### src/rtl/morse_key_decoder.sv
// Morse key decoder: times key presses/releases in ms ticks, classifies dot/dash,
// and strobes out the assembled character once the inter-character gap expires.
module morse_key_decoder #(
  parameter int DASH_MS = 300,
  parameter int MIN_MS  = 20,
  parameter int GAP_MS  = 700,
  parameter int CNT_W   = 11
) (
  input  logic       clk,
  input  logic       rst,
  input  logic       enable,
  input  logic       ms_tick,
  input  logic       key,
  output logic [4:0] code,
  output logic [2:0] len,
  output logic       code_valid,
  output logic       code_err
);

  typedef enum logic [1:0] {S_IDLE, S_PRESS, S_GAP} state_t;

  localparam logic [CNT_W-1:0] L_DASH = CNT_W'(DASH_MS);
  localparam logic [CNT_W-1:0] L_MIN  = CNT_W'(MIN_MS);
  localparam logic [CNT_W-1:0] L_GAP  = CNT_W'(GAP_MS);

  state_t           r_state;
  logic             r_key_meta;
  logic             r_key_s;
  logic             r_key_prev;
  logic [CNT_W-1:0] r_cnt;
  logic [4:0]       r_sr;
  logic [2:0]       r_n;
  logic             r_ovf;

  logic             w_rise;
  logic             w_fall;
  logic [CNT_W-1:0] w_cnt_inc;

  assign w_rise    = r_key_s & ~r_key_prev;
  assign w_fall    = ~r_key_s & r_key_prev;
  assign w_cnt_inc = (r_cnt == {CNT_W{1'b1}}) ? r_cnt : r_cnt + 1'b1;

  // Synchronizer runs regardless of enable so edges stay coherent across re-enable.
  always_ff @(posedge clk or posedge rst) begin
    if (rst) begin
      r_key_meta <= 1'b0;
      r_key_s    <= 1'b0;
      r_key_prev <= 1'b0;
    end else begin
      r_key_meta <= key;
      r_key_s    <= r_key_meta;
      r_key_prev <= r_key_s;
    end
  end

  always_ff @(posedge clk or posedge rst) begin
    if (rst) begin
      r_state    <= S_IDLE;
      r_cnt      <= '0;
      r_sr       <= '0;
      r_n        <= '0;
      r_ovf      <= 1'b0;
      code       <= '0;
      len        <= '0;
      code_valid <= 1'b0;
      code_err   <= 1'b0;
    end else begin
      code_valid <= 1'b0;
      if (!enable) begin
        r_state <= S_IDLE;
        r_cnt   <= '0;
        r_sr    <= '0;
        r_n     <= '0;
        r_ovf   <= 1'b0;
      end else begin
        case (r_state)
          S_IDLE: begin
            r_cnt <= '0;
            r_sr  <= '0;
            r_n   <= '0;
            r_ovf <= 1'b0;
            if (w_rise) r_state <= S_PRESS;
          end
          S_PRESS: begin
            if (w_fall) begin
              r_cnt <= '0;
              if (r_cnt < L_MIN) begin
                r_state <= (r_n != 3'd0) ? S_GAP : S_IDLE;
              end else begin
                if (r_n < 3'd5) begin
                  r_sr <= {r_sr[3:0], (r_cnt >= L_DASH)};
                  r_n  <= r_n + 3'd1;
                end else begin
                  r_ovf <= 1'b1;
                end
                r_state <= S_GAP;
              end
            end else if (ms_tick) begin
              r_cnt <= w_cnt_inc;
            end
          end
          S_GAP: begin
            // A new press beats gap expiry so the symbol joins the same character.
            if (w_rise) begin
              r_state <= S_PRESS;
              r_cnt   <= '0;
            end else if (r_cnt == L_GAP) begin
              code       <= r_sr;
              len        <= r_n;
              code_err   <= r_ovf;
              code_valid <= 1'b1;
              r_state    <= S_IDLE;
              r_cnt      <= '0;
              r_sr       <= '0;
              r_n        <= '0;
              r_ovf      <= 1'b0;
            end else if (ms_tick) begin
              r_cnt <= w_cnt_inc;
            end
          end
          default: r_state <= S_IDLE;
        endcase
      end
    end
  end

endmodule

### config.mk
export PLATFORM = sky130hd
export DESIGN_NAME = morse_key_decoder
export DESIGN_NICKNAME = d
export VERILOG_FILES = /design/src/rtl/morse_key_decoder.sv
export SDC_FILE = /design/constraint.sdc
export NUM_CORES = 1
export LEC_CHECK = 0
export BUFFER_PORTS_ARGS = -buffer_cell sky130_fd_sc_hd__buf_2
export CAP_MARGIN = 20
export CORE_ASPECT_RATIO = 1.75
export CORE_MARGIN = 10
export CORE_UTILIZATION = 45
export CTS_CLUSTER_SIZE = 24
export DETAILED_ROUTE_END_ITERATION = 8
export PLACE_DENSITY = 0.69
export RECOVER_POWER = 50
export SYNTH_ARGS = -nofsm -noshare
export SYNTH_HDL_FRONTEND = slang
export SYNTH_SLANG_ARGS = --single-unit
### constraint.sdc
create_clock -name clk -period 3 [get_ports clk]
set_clock_uncertainty 0.15 [all_clocks]
set_input_delay 0.45 -clock clk [delete_from_list [all_inputs] [get_ports clk]]
set_output_delay 0.45 -clock clk [all_outputs]
set_load 0.02 [all_outputs]
* After elaboration in Yosys (flattened, before gate mapping) *
Index checks and enable logic that the tools add are counted.

word-level totals
  bits in registers = 35
  bits of input ports = 5
  output and inout port bits = 10
  logic and storage cells = 81

cells by class
  $add $sub $neg = 2
  order comparisons = 3
  equality and inequality tests = 13
  multiplexer cells = 40
  bitwise logic cells = 5
  reductions and logical operators = 6

operator list
  cell                                                                                   number
  11-bit two-way mux                                                                     6
  11-bit case mux with 3 select lines                                                    1
  5-bit two-way mux                                                                      6
  3-bit != test (second input constant)                                                  7
  3-bit two-way mux                                                                      6
  5-bit case mux with 3 select lines                                                     1
  2-bit two-way mux                                                                      7
  6-bit AND reduction                                                                    2
  11-bit by 1-bit adder with 11-bit output (second input constant)                       1
  11-bit by 10-bit equality test with 1-bit output (second input constant)               1
  11-bit equality test (second input constant)                                           1
  11-bit by 9-bit greater-or-equal comparator with 1-bit output (second input constant)  1
  11-bit by 5-bit less-than comparator with 1-bit output (second input constant)         1
  1-bit two-way mux                                                                      10
  3-bit case mux with 3 select lines                                                     1
  2-bit case mux with 3 select lines                                                     1
  4-bit by 1-bit != test with 1-bit output (second input constant)                       1
  4-bit != test (second input constant)                                                  1
  4-bit AND reduction                                                                    1
  3-bit by 1-bit adder with 3-bit output (second input constant)                         1
  3-bit less-than comparator (second input constant)                                     1
  1-bit NOT                                                                              3
  1-bit case mux with 3 select lines                                                     1
  3-bit AND reduction                                                                    1
  5 further kinds                                                                        6

* Longest topological paths before layout *
Gate-level depths: netlist (run 1).

  depth in word-level cells = 7
  mapped depth = 9
  mapped depth without buffers = 7

* Worst setup path after synthesis (run 1) *
Ideal clock, no wire load.

  kind = register to register
  start = register r_state[1]
  end = register r_cnt[0]
  library setup time = 0.125 ns
  arrival = 1.899 ns
  data required time = 2.725 ns
  setup slack = 0.826 ns
  stages on the path, launching flop included = 9
  path buffers = 1
  period minus slack after synthesis = 2.174 ns
  cells stage by stage = dfrtp_1 inv_1 ha_1 buf_2 or3b_2 nand3_1 a2bb2oi_1 o21ai_1 mux2_2

between the ends
  cells in the longest elaborated chain, start to end = 3
  elaborated cells between the ends (all ways) = 6
  those cells by class = eq/ne (3); mux (2); reduce/logical (1)

ends and longest elaborated chain
  element                                            line  RTL
  start: declaration                                 26    state_t r_state;
  start signal: assignment                           88    r_state <= (r_n != 3'd0) ? S_GAP : S_IDLE;
  2-bit equality test, or another cell as far along  76    case (r_state)
  11-bit case mux with 3 select lines                76
  11-bit two-way mux                                 69    if (!enable) begin
  end signal: assignment                             99    r_cnt <= w_cnt_inc;
  end signal: assignment                             118   r_cnt <= w_cnt_inc;
  end: declaration                                   30    logic [CNT_W-1:0] r_cnt;

Parallel ways exist; a longest one is shown, timed or not.
A chain may end at the register's enable or synchronous reset.

* Worst setup path in the final report (run 1) *
  start = register r_state[1]
  end = register r_cnt[8]

Same word-level chain as after synthesis.

==> impl_results.md, run 1 <==
- Status: finished, violations left
- Failing checks: max-capacitance violations, max-slew violations
- Net Sw Frac: 0.2810
- Slew @ Worst Pin: 1.874 ns
- Total Power: 1.114 mW
- Switching power total: between 0.3 and 0.4 mW
- CTS buffer count: 5
- DIE HEIGHT: 107.6 um
- Pwr/cell area: 510.6 nW/um^2
- Hold WS: 0.1213 ns
- First-pass DRT Iterations: 5
- Number of fill cells: roughly 400
- Flop2flop setup slack: a little under 0.4 ns
- CTS HTree Levels: 2
- Root Buffer: clkbuf_8
- Number of synthesized flops with an enable pin: 0
- Hold path cells: 1
- P&R area growth vs syn: 10.59%
- RSZ-0062 raised after global routing: false
- Fin cells: 261
- Minimum clock period: 2.608 ns
- Most common cell after layout, fill and taps aside: dfrtp_1
- Share of cells above drive strength 1: 0.1745
- Post-place setup slack: between 0.4 and 0.5 ns
- Maximum vdd ir drop: 281.8 uV
- Setup TNS: 0 ns
- Crit Path Category: register to register
- Hold path start: key
- Distinct cells, synth: 49
- Synth Net Count: 209
- Yosys top cell by area: dfrtp_1
- Fmax: ~380 MHz
- Combinational Power Share: 0.188
- Synth top area share: 0.4439
- Vias in the first global route: roughly 1600
- Flop pwr share: 0.437
- Cts repair resizes: 0
- Final setup vio count: 0
- Required @ worst endpoint: 3.05 ns
- Grt ovf: 0
- Total Wirelength: approximately 4200 um
- DIE WIDTH: 70.06 um
- Seq cells post-synth: 35
- WL per Instance: 16.20 um
- Dpl cell area: 2076 um^2
- CTS tree: built
- Seq/Total Area, Yosys: 0.4439
- Max cap viols: 1
- Initial Util: 0.4710
- Post-DP HPWL: between 3000 and 4000 um
- Cts hold-fix bufs: 0
- Via Count: 1543
- DRC viols: 0
- FF-to-FF Start: r_state[1]
- Yosys warning total: 0
- Worst Hold Class: input port to register
- # rows: 31
- Critical path launch point type: register
- Top_reg_cell synth: dfrtp_1
- Worst R2R End: r_cnt[8]
- Fin. max-slew vios: 36
- First-pass GRT wire length: 7410 um
- GRT Overall Usage: 0.1166
- Initial antenna violation count: 0
- Final Hold Viols: 0
- Async set-reset flop share out of synthesis: 1.000
- Detail Route Antenna Nets: 0
- Leak: 0.9870 nW
- Synth top area cells: dfrtp_1 44%, ha_1 5.1%, inv_1 3.4%
- Max Root-Sink Buffers: 2
- Skew-Pair Late Insertion Delay: approximately 0.28 ns
- Final worst slack: around 0.39 ns
- I/O Pins: 15
- Most frequent cells in the layout: 35 x dfrtp_1, 18 x inv_1, 18 x nand2_1
- Clk sinks: 35
- GPL Wtd Cong: 0.8907
- Worst Setup End Kind: register
- FF-to-FF path depth: 7
- Post-route cell area: 2182 um^2
- Layout Utilization: 0.5209
- Gate Count Post-Synth: approximately 200
- Nets: around 220
- Port buffer count: 14
- Core Area: 4189 um^2
- Ant diodes: 0
- Dpl cells: 253
- Power Internal: 0.8011 mW
- Clk pin slew, worst setup/hold paths: 0.07 ns
- Pin count of the biggest net entering global routing: 36
- Clock share of power: 0.375
- Crit path DAT: 2.66 ns
- Fin crit share: 0.8692
- Setup Fix Bufs, Post-CTS: 0
- Synth Cell Area: 1973 um^2
- Mean Syn Cell Area: 10.07 um^2
- WHS Endpoint: r_key_meta
- Die area: 7538 um^2
- Rel. slew slack: -0.2491
- Initial DRC Count: 90
- Vias per cell: 5.912
- Worst Path Max Fanout: 14
-- final cells by class --
type	count	area, um^2	area share
timing repair buffer	16	78.83	0.03612
clock inverter	3	43.79	0.02007
tap	49	61.31	0.02810
inverter	18	67.56	0.03096
multi-input combinational	135	985.9	0.4518
clock buffer	5	68.82	0.03154
sequential	35	875.8	0.4014
-- routing by layer --
metal	part of all wire	track usage	wire (um)
met5	0	0	0
met4	0.028	0.06516	118
met3	0.042	0.02585	176
met2	0.53	0.2191	2258
met1	0.40	0.1132	1674
-- cells in the mapped netlist (all sizes together), types with 2 or more instances --
cell type	n
mux2	8
a31oi	10
buf	6
dfrtp	35
nand4	5
o21ai	7
ha	8
and2	8
a41oi	3
a21oi	10
nor2	9
nor3	3
inv	18
nand2	18
o221a	2
nand3	7
nor4	2
and3	4
or3b	2
clkbuf	2
o22ai	3
mux2i	6
-- how the worst max path moves through the flow --
stage	from	endpoint	slack (ns)	cells after the start
2_1_floorplan	r_state[1]	r_cnt[0]	0.83	8
3_3_place_gp	r_state[1]	r_cnt[0]	0.56	7
3_5_place_dp	r_state[1]	r_cnt[7]	0.47	7
4_1_cts	r_state[1]	r_cnt[7]	0.45	7
5_1_grt	r_state[1]	r_cnt[8]	0.16	7
6_report	r_state[1]	r_cnt[8]	0.39	7
-- critical path: stages (launching register included) --
cell and delay (ns):
dfrtp_1 0.42, inv_1 0.09, ha_1 0.38, or3b_2 0.21, nand3_1 0.10, o2bb2ai_1 0.76, o41ai_1 0.21, a21oi_1 0.21
-- power groups by stage --
| stage | logic (mW) | registers [mW] | clock network, mW |
|---|---|---|---|
| floorplan | 0.168 | 0.493 | 0 |
| global placement | 0.207 | 0.495 | 0 |
| detailed placement | 0.208 | 0.496 | 0 |
| CTS | 0.210 | 0.486 | 0.427 |
| global route | 0.234 | 0.487 | 0.451 |
| finish | 0.210 | 0.487 | 0.418 |
-- sequential cells by signal (all words and copies together) (netlist names), 2 cells and up --
signal and cells:
code 5, len 3, r_cnt 11, r_n 3, r_sr 5, r_state 2
-- cells by family after synthesis --
family,Yosys count,share of synthesized area
muxes,14,0.08370
buffers and inverters,26,0.05643
AOI/OAI and AO/OA,49,0.1763
DFF,35,0.4439
and+or+nand+nor,64,0.1890
adders and majority gates,8,0.05073
Note: power is estimated with default switching activity, not from simulation.
==> inputs of run 2 (changes only) <==
--- a/config.mk
+++ b/config.mk
@@ -8,11 +8,11 @@
 export BUFFER_PORTS_ARGS = -buffer_cell sky130_fd_sc_hd__buf_2
 export CAP_MARGIN = 20
 export CORE_ASPECT_RATIO = 1.75
-export CORE_MARGIN = 10
-export CORE_UTILIZATION = 45
+export CORE_MARGIN = 4
+export CORE_UTILIZATION = 59
 export CTS_CLUSTER_SIZE = 24
 export DETAILED_ROUTE_END_ITERATION = 8
-export PLACE_DENSITY = 0.69
+export PLACE_DENSITY = 0.84
 export RECOVER_POWER = 50
 export SYNTH_ARGS = -nofsm -noshare
 export SYNTH_HDL_FRONTEND = slang
==> impl_results.md, run 2 (synthesized netlist as in run 1, its figures left out) <==
- Final worst slack: approximately 0.36 ns
- Critical Path Sink: r_cnt[1]
- Setup TNS: 0 ns
- Power Internal: 0.7133 mW
- Detail Route Antenna Nets: 0
- Post-place setup slack: 0.4689 ns
- Final Hold Viols: 0
- Combinational Power Share: 0.208
- Grt ovf: 0
- Skew-Pair Late Insertion Delay: 0.29 ns
- Dpl cells: 247
- Most frequent cells in the layout: 35 x dfrtp_1, 18 x inv_1, 18 x nand2_1
- Worst Path Max Fanout: 14
- Maximum vdd ir drop: 432.1 uV
- Initial DRC Count: 60
- Worst Setup End Kind: register
- Max cap viols: 1
- Failing checks: max-capacitance violations, max-slew violations
- Worst Hold Class: input port to register
- Pwr/cell area: 482.1 nW/um^2
- Initial Util: 0.6214
- CTS tree: built
- GRT Overall Usage: 0.2206
- Final setup vio count: 0
- Flop2flop setup slack: 0.36 ns
- GPL Wtd Cong: 0.9453
- Clk sinks: 35
- Vias per cell: roughly 6.2
- WL per Instance: 16.90 um
- I/O Pins: 15
- Worst R2R End: r_cnt[1]
- Critical path launch point type: register
- Largest register FFs: 11
- CTS HTree Levels: 2
- Cts repair resizes: 0
- Slew @ Worst Pin: between 1.5 and 2 ns
- Via Count: between 1500 and 2000
- Ant diodes: 0
- DIE HEIGHT: 84.50 um
- Dpl cell area: a little over 2000 um^2
- Top Registers: r_cnt (11), code (5), r_sr (5)
- Clock share of power: 0.322
- Fin crit share: 0.8795
- Rel. slew slack: -0.2331
- Crit Path Category: register to register
- Crit-path slowest cell: o2bb2ai_1
- Initial antenna violation count: 0
- # rows: 27
- Setup Fix Bufs, Post-CTS: 0
- DRC viols: 0
- Clk pin slew, worst setup/hold paths: roughly 0.07 ns
- Nets: 224
- Post-route cell area: 2146 um^2
- Total Wirelength: 4309 um
- Fin. max-slew vios: 36
- Port buffer count: 14
- Biggest register: r_cnt
- Pin count of the biggest net entering global routing: 36
- Minimum clock period: about 2.6 ns
- Root Buffer: clkbuf_8
- CP bufs+invs: 1
- Leak: 0.9765 nW
- Vias in the first global route: around 1700
- Most common cell after layout, fill and taps aside: dfrtp_1
- CTS buffer count: 5
- Crit path DAT: 2.72 ns
- DIE WIDTH: just over 50 um
- First-pass GRT wire length: 7410 um
- Cts hold-fix bufs: 0
- Required @ worst endpoint: 3.08 ns
- Core Area: 3176 um^2
- Fin cells: around 260
- Worst stage delay on the critical path: 0.81 ns
- Crit-path cells: inv_1 > ha_1 > or3b_2 > nand3_1 > o2bb2ai_1 > and2_1 > a22o_1
- Share of cells above drive strength 1: 0.1745
- Max Root-Sink Buffers: 2
- Die area: 4370 um^2
- First-pass DRT Iterations: 4
- FF-to-FF Start: r_state[1]
- RSZ-0062 raised after global routing: false
- Status: finished, violations left
- Critical path depth in cells: 7
- Flop pwr share: 0.470
- Fmax: between 300 and 400 MHz
- FF-to-FF path depth: 7
- Net Sw Frac: 0.3106
- Crit path from: r_state[1]
- Delay-heaviest family, CP: compound AO/OA/AOI/OAI gates
- Post-DP HPWL: ~3100 um
- P&R area growth vs syn: 8.751%
- Switching power total: 0.3213 mW
run 2: final cells by class:
cell class / count / area (um^2)
Fill cell: 266 / 1030
Multi-Input combinational cell: 135 / 985.9
Sequential cell: 35 / 875.8
Timing Repair Buffer: 16 / 78.83
Clock buffer: 5 / 68.82
Inverter: 18 / 67.56
Tap cell: 43 / 53.80
Clock inverter: 3 / 15.01
run 2: how the worst min path moves through the flow:
stage                     slack, ns        from  depth (start not counted)          to
after floorplan                0.18  r_key_meta                          0     r_key_s
after global placement         0.18  r_key_meta                          0     r_key_s
after detailed placement       0.20  r_key_meta                          0     r_key_s
after CTS                      0.11         rst                          3     r_sr[3]
after global routing           0.11         key                          1  r_key_meta
final                          0.11         key                          1  r_key_meta
run 2: routing by layer:
metal,up-vias,share of wire,GRT usage
li1,742,-,-
met1,770,0.37,0.2356
met2,60,0.56,0.3886
met3,11,0.049,0.05329
met4,0,0.022,0.1098
met5,-,0,0
run 2: stage by stage:
step / utilization / hold WS (ns) / total power [mW]
floorplan: - / 0.1812 / 0.6617
global placement: 0.6513 / 0.1833 / 0.6947
detailed placement: 0.6513 / 0.1984 / 0.7076
CTS: 0.6777 / 0.1099 / 1.035
global route: 0.6757 / 0.1111 / 1.080
finish: 0.6757 / 0.1137 / 1.035
run 2: power by group through the flow:
stage	Clock, mW	Combinational (mW)	Sequential [mW]
after floorplan	0	0.168	0.493
after global placement	0	0.201	0.494
after detailed placement	0	0.212	0.496
after CTS	0.334	0.213	0.487
after global routing	0.359	0.234	0.487
final	0.333	0.215	0.487
